<file path="src/rtl/uart_cmd_bridge.sv">
// uart_cmd_bridge: turns UART command bytes into register bus accesses and
// replies with one byte per command.
//   rx_received/rx_byte/rx_error : byte stream from the UART receiver
//   tx_transmit/tx_byte/tx_busy  : reply byte handshake to the UART transmitter
//   bus_*                        : single-cycle strobed register bus
//   err_count                    : saturating count of error events
//   busy                         : high whenever the command FSM is not idle
module uart_cmd_bridge #(
  parameter int unsigned TIMEOUT  = 2500000,
  parameter logic [7:0]  CMD_WR   = 8'h57,
  parameter logic [7:0]  CMD_RD   = 8'h52,
  parameter logic [7:0]  ACK_BYTE = 8'h4B,
  parameter logic [7:0]  NAK_BYTE = 8'h3F
) (
  input  logic       clk,
  input  logic       rst,
  input  logic       rx_received,
  input  logic [7:0] rx_byte,
  input  logic       rx_error,
  output logic       tx_transmit,
  output logic [7:0] tx_byte,
  input  logic       tx_busy,
  output logic [7:0] bus_addr,
  output logic [7:0] bus_wdata,
  output logic       bus_we,
  output logic       bus_re,
  input  logic [7:0] bus_rdata,
  input  logic       bus_rvalid,
  output logic [7:0] err_count,
  output logic       busy
);

  localparam int unsigned CW = (TIMEOUT > 2) ? $clog2(TIMEOUT) : 1;
  localparam logic [CW-1:0] CNT_MAX = CW'(TIMEOUT - 1);

  typedef enum logic [3:0] {
    IDLE, GET_ADDR, GET_DATA, BUS_WR, BUS_RD, WAIT_RD, SEND, WAIT_TX_START, WAIT_TX_END
  } state_t;

  state_t        state, state_d;
  logic [CW-1:0] cnt, cnt_d;
  logic          is_rd, is_rd_d;
  logic          tx_transmit_d, bus_we_d, bus_re_d, busy_d;
  logic [7:0]    tx_byte_d, bus_addr_d, bus_wdata_d, err_count_d;
  logic          err_event;

  logic op_valid, cnt_hit, rd_ok, rx_stray;
  assign op_valid = (rx_byte == CMD_WR) || (rx_byte == CMD_RD);
  assign cnt_hit  = (cnt == CNT_MAX);
  // bus_re is registered, so it is still high in the first WAIT_RD cycle:
  // an rvalid coinciding with the strobe is rejected here.
  assign rd_ok    = bus_rvalid && !bus_re;
  assign rx_stray = rx_error || rx_received;

  always_ff @(posedge clk or posedge rst) begin
    if (rst) state <= IDLE;
    else     state <= state_d;
  end

  always_comb begin
    state_d = state;
    case (state)
      IDLE:
        if (!rx_error && rx_received) state_d = op_valid ? GET_ADDR : SEND;
      GET_ADDR:
        if (rx_error)         state_d = IDLE;
        else if (rx_received) state_d = is_rd ? BUS_RD : GET_DATA;
        else if (cnt_hit)     state_d = IDLE;
      GET_DATA:
        if (rx_error)         state_d = IDLE;
        else if (rx_received) state_d = BUS_WR;
        else if (cnt_hit)     state_d = IDLE;
      BUS_WR:  state_d = SEND;
      BUS_RD:  state_d = WAIT_RD;
      WAIT_RD:
        if (rd_ok || cnt_hit) state_d = SEND;
      SEND:
        if (!tx_busy) state_d = WAIT_TX_START;
      WAIT_TX_START:
        if (tx_busy)      state_d = WAIT_TX_END;
        else if (cnt_hit) state_d = IDLE;
      WAIT_TX_END:
        if (!tx_busy) state_d = IDLE;
      default: state_d = IDLE;
    endcase
  end

  always_comb begin
    is_rd_d       = is_rd;
    tx_byte_d     = tx_byte;
    bus_addr_d    = bus_addr;
    bus_wdata_d   = bus_wdata;
    bus_we_d      = 1'b0;
    bus_re_d      = 1'b0;
    tx_transmit_d = 1'b0;
    err_event     = 1'b0;
    case (state)
      IDLE:
        if (rx_error) begin
          err_event = 1'b1;
        end else if (rx_received) begin
          if (op_valid) begin
            is_rd_d = (rx_byte == CMD_RD);
          end else begin
            tx_byte_d = NAK_BYTE;
            err_event = 1'b1;
          end
        end
      GET_ADDR:
        if (rx_error)         err_event  = 1'b1;
        else if (rx_received) bus_addr_d = rx_byte;
        else if (cnt_hit)     err_event  = 1'b1;
      GET_DATA:
        if (rx_error)         err_event   = 1'b1;
        else if (rx_received) bus_wdata_d = rx_byte;
        else if (cnt_hit)     err_event   = 1'b1;
      BUS_WR: begin
        bus_we_d  = 1'b1;
        tx_byte_d = ACK_BYTE;
        err_event = rx_stray;
      end
      BUS_RD: begin
        bus_re_d  = 1'b1;
        err_event = rx_stray;
      end
      WAIT_RD: begin
        if (rd_ok)        tx_byte_d = bus_rdata;
        else if (cnt_hit) tx_byte_d = NAK_BYTE;
        err_event = rx_stray || (!rd_ok && cnt_hit);
      end
      SEND: begin
        tx_transmit_d = !tx_busy;
        err_event     = rx_stray;
      end
      WAIT_TX_START: err_event = rx_stray || (!tx_busy && cnt_hit);
      WAIT_TX_END:   err_event = rx_stray;
      default: ;
    endcase

    // Any state change restarts the timeout; only the waiting states count.
    cnt_d = '0;
    if (state_d == state &&
        (state == GET_ADDR || state == GET_DATA || state == WAIT_RD || state == WAIT_TX_START))
      cnt_d = cnt + CW'(1);

    err_count_d = (err_event && err_count != '1) ? err_count + 8'd1 : err_count;
    busy_d      = (state_d != IDLE);
  end

  always_ff @(posedge clk or posedge rst) begin
    if (rst) begin
      cnt         <= '0;
      is_rd       <= 1'b0;
      tx_transmit <= 1'b0;
      tx_byte     <= '0;
      bus_addr    <= '0;
      bus_wdata   <= '0;
      bus_we      <= 1'b0;
      bus_re      <= 1'b0;
      err_count   <= '0;
      busy        <= 1'b0;
    end else begin
      cnt         <= cnt_d;
      is_rd       <= is_rd_d;
      tx_transmit <= tx_transmit_d;
      tx_byte     <= tx_byte_d;
      bus_addr    <= bus_addr_d;
      bus_wdata   <= bus_wdata_d;
      bus_we      <= bus_we_d;
      bus_re      <= bus_re_d;
      err_count   <= err_count_d;
      busy        <= busy_d;
    end
  end

endmodule

</file>
<file path="config.mk">
export PLATFORM = sky130hd
export DESIGN_NAME = uart_cmd_bridge
export DESIGN_NICKNAME = d
export VERILOG_FILES = /design/src/rtl/uart_cmd_bridge.sv
export SDC_FILE = /design/constraint.sdc
export NUM_CORES = 1
export LEC_CHECK = 0
export CELL_PAD_IN_SITES_DETAIL_PLACEMENT = 0
export CELL_PAD_IN_SITES_GLOBAL_PLACEMENT = 1
export CORE_UTILIZATION = 38
export CTS_BUF_LIST = sky130_fd_sc_hd__clkbuf_2
export DETAILED_ROUTE_END_ITERATION = 6
export PLACE_DENSITY_LB_ADDON = 0.1
export SLEW_MARGIN = 10
export SYNTH_ARGS = -nofsm -noshare
export SYNTH_HDL_FRONTEND = slang
export SYNTH_SLANG_ARGS = --single-unit
export TNS_END_PERCENT = 100
</file>
<file path="constraint.sdc">
create_clock -name clk -period 2.3 [get_ports clk]
set_input_delay 0.345 -clock clk [delete_from_list [all_inputs] [get_ports clk]]
set_output_delay 0.345 -clock clk [all_outputs]
set_load 0.1 [all_outputs]
</file>
==> metrics list <==
- The initial utilization of the core area, before any placement, comes to 39.8%.
- Clk Latency, worst-skew pair: 0.50 ns
* Syn Nets: 394
- Chip Height: 98.2 µm
- CTS saw 63 sinks.
- Vias: 3232
- Pin count of the biggest net entering global routing: 24
- Number of H-tree branching levels: 3
* Max-slew violation count: 0
- The first TritonRoute pass finished after 6 iterations.
- Internal power summed over all cells: 3030 µW
* GRT Residual Overflow: 0
- Net Sw Frac: 55.2%
- Power density relative to cell area: 1420 mW/mm²
* Number of global-route vias before repair: 3155
* Total track usage: 20.4%
* Boundary pin count: 58
- In this run the worst path has a maximum fanout of 5.
- The average instance in the mapped netlist occupies 9.51 µm².
- Residual DRC count: 2
* Number of rows in the core area: 34
- The synthesized netlist occupies a cell area of 0.00352 mm².
- Clk pin slew, worst setup/hold paths: 0.20 ns
- Final count of hold timing violations: 0
- After detailed routing, the average wire length per cell comes to 15.2 µm.
- Leading cell types by total area after synthesis: sky130_fd_sc_hd__dfrtp_1, sky130_fd_sc_hd__nand3_1, sky130_fd_sc_hd__mux2_2
- The run finished, with violations left.
- Yosys warning count: 0
- Element type at the critical path end: flip-flop
- Count of mapped cells out of synthesis: 370
- Final sum of negative setup slack: 0 ns
* Cell taking the most area after synthesis: sky130_fd_sc_hd__dfrtp_1
* Sort of element at the start of the critical path: flip-flop
- Derived from the worst setup path, the maximum achievable clock frequency is 439 MHz.
- Sequential share of the synthesized area: 44.8%
- Violated checks: DRC
- Net Switching: 3730 µW
* Buffer cell driving the clock tree root: sky130_fd_sc_hd__clkbuf_2
- TritonCTS built the clock tree.
- The detail route stage leaves a number of antenna-violating nets equal to 0.
- Cells fill 53.6% of the core in the end.
* Setup-violating endpoint count in the final report: 0
- Setup repair after global routing could not meet its margin everywhere.
* Max-cap check violation count: 0
* Nets: 507
* RePlAce Congestion: 0.849
- Maximum VDD drop: 1260 µV
- Across the routed clock network, the largest skew measured is 0.0299 ns.
- After synthesis, the share of flip-flops with an asynchronous set or reset is 100%.
* Final wirelength: 9050 µm
* Worst path arrival time: 2.69 ns
* Power share of the sequential group: 24.5%
- Layout cell share with drive strength beyond 1: 30.5%
* Clock group share of total power: 12.0%
- Top cells by count, synth: sky130_fd_sc_hd__dfrtp_1, sky130_fd_sc_hd__nand3_1, sky130_fd_sc_hd__nand2_1
- STA puts the critical path data required time at 2.71 ns.
* Post-layout min period: 2.28 ns
- The number of antenna diodes in the final layout is 0.
* Count of different cell masters after synthesis: 55
- The first global-routing pass estimated 15600 µm of wire.
* Dominant cell by count in the synthesized netlist: sky130_fd_sc_hd__dfrtp_1
* Slew of the pin with the lowest slew margin: 0.500 ns
- Clock buffer count from CTS: 9
- Top flip-flop cell by instance count after synthesis: sky130_fd_sc_hd__dfrtp_1
- Total Die Area: 0.00965 mm²
- Number of enable-type register cells in the synthesized netlist: 0
* Longest Clk Path Bufs: 2
- Tcrit/Tclk final: 99.1%
- Summed over all cells, the static leakage comes to 0.00205 µW.
* Class of the worst hold path: input port to async pin
- Flip-flop and latch count after synthesis: 63
- R2R setup slack: 0.02 ns
- Vias per cell: 5.42
- The number of antenna violations at the first check in global routing was 0.
- Part of the power in combinational logic: 63.5%
- Final HPWL from detailed placement: 6550 µm
- Measured against its own limit, the worst slew margin works out to 66.2%.
- Count of routing violations after the opening detailed-route iteration: 152
* Syn-to-layout area delta: 34.8%
* Core Box Area: 0.00885 mm²
* Startpoint-to-endpoint class of the critical path: flip-flop to flip-flop
- Share of the synthesized area in the top cell type: 44.8%
- I/O Buffers: 57
* Horizontal die dimension: 98.2 µm
[per-stage QoR]
step | cells | total power [µW] | area [µm²] | setup slack (ns) | hold WS (ns)
after floorplan | 370 | 4740 | 3530 | 0.0113 | 0.418
after global placement | 576 | 5900 | 4530 | -0.0794 | 0.469
after detailed placement | 576 | 5910 | 4530 | -0.0869 | 0.482
after CTS | 595 | 6790 | 4720 | 0.0248 | 0.0660
after global routing | 596 | 7070 | 4740 | -0.0536 | 0.0711
final | 596 | 6760 | 4740 | 0.0212 | 0.0968
[path summary, 6_finish.rpt]
path,start,end,depth (start not counted)
hold reg to reg,err_count[0],err_count[0],1
max in group asynchronous,rst,tx_byte[3],3
min in group clk,bus_rdata[7],tx_byte[7],3
setup reg to reg,cnt[15],state[2],8
setup / recovery,cnt[15],state[2],8
hold / removal,rst,cnt[5],2
[cell usage in the layout (no fill, tap or decap), types with 5 or more instances in the layout]
cell / count
sky130_fd_sc_hd__a21oi_1: 12
sky130_fd_sc_hd__and3_1: 8
sky130_fd_sc_hd__buf_4: 94
sky130_fd_sc_hd__clkbuf_2: 9
sky130_fd_sc_hd__clkdlybuf4s50_1: 21
sky130_fd_sc_hd__dfrtp_1: 58
sky130_fd_sc_hd__dfrtp_2: 5
sky130_fd_sc_hd__inv_1: 12
sky130_fd_sc_hd__mux2_2: 15
sky130_fd_sc_hd__nand2_1: 29
sky130_fd_sc_hd__nand2b_1: 5
sky130_fd_sc_hd__nand3_1: 35
sky130_fd_sc_hd__nand4_1: 9
sky130_fd_sc_hd__nor2_1: 17
sky130_fd_sc_hd__nor2b_1: 6
sky130_fd_sc_hd__nor3_1: 12
sky130_fd_sc_hd__nor4_1: 6
sky130_fd_sc_hd__o21a_1: 5
sky130_fd_sc_hd__o21ai_0: 17
sky130_fd_sc_hd__o21ai_1: 12
sky130_fd_sc_hd__o31a_1: 5
sky130_fd_sc_hd__o31ai_1: 11
sky130_fd_sc_hd__xnor2_1: 10
sky130_fd_sc_hd__xor2_1: 11
[per-layer routing]
| layer | wire length, µm | track usage, % |
|---|---|---|
| met5 | 0 | 0 |
| met4 | 116 | 7.23 |
| met3 | 409 | 3.58 |
| met2 | 4080 | 31.0 |
| met1 | 4440 | 29.1 |
[power by group through the flow]
stage | Clock (µW) | Sequential, µW | Combinational, µW
after floorplan | 0 | 3590 | 1150
after global placement | 0 | 1680 | 4220
after detailed placement | 0 | 1680 | 4230
after CTS | 836 | 1660 | 4300
after global routing | 875 | 1700 | 4500
final | 809 | 1660 | 4290
[what timing repair did]
action | CTS | global route
hold buffers | 0 | 0
pin swaps | 2 | 3
setup buffers | 3 | 1
gates resized for setup | 2 | 4
setup endpoints to repair | 34 | 32
[sequential cells by signal, summed over array words and instances (netlist names)]
signal / flops
bus_addr: 8
bus_re: 1
bus_wdata: 8
bus_we: 1
busy: 1
cnt: 22
err_count: 8
is_rd: 1
state: 4
tx_byte: 8
tx_transmit: 1
[worst max-delay path: stages (launching register included)]
cell                      delay [ns]
sky130_fd_sc_hd__dfrtp_1        0.42
sky130_fd_sc_hd__or4_4          0.55
sky130_fd_sc_hd__nor4_4         0.23
sky130_fd_sc_hd__buf_4          0.19
sky130_fd_sc_hd__a21oi_1        0.13
sky130_fd_sc_hd__buf_4          0.17
sky130_fd_sc_hd__nor3_1         0.29
sky130_fd_sc_hd__buf_4          0.17
sky130_fd_sc_hd__inv_1          0.03
[cells by family (layout without fill, tap and decap cells)]
group / count (synthesis) / after routing / share of synthesized area, %
simple gates: 151 / 151 / 24.0
xor+xnor: 21 / 21 / 5.23
flops: 63 / 63 / 44.8
compound gates: 85 / 85 / 16.1
buf+inv: 30 / 148 / 3.48
fa+ha+maj: 2 / 2 / 0.711
mux: 18 / 18 / 5.65
[final cells by class]
class / instances / area (µm²)
sequential: 63 / 1580
fill: 822 / 4110
tap: 108 / 135
clock inverter: 7 / 97.6
clock buffer: 9 / 45.0
inverter: 14 / 52.6
timing repair buffer: 118 / 976
multi-input combinational: 277 / 1850
Power figures use the tool's default switching activity.
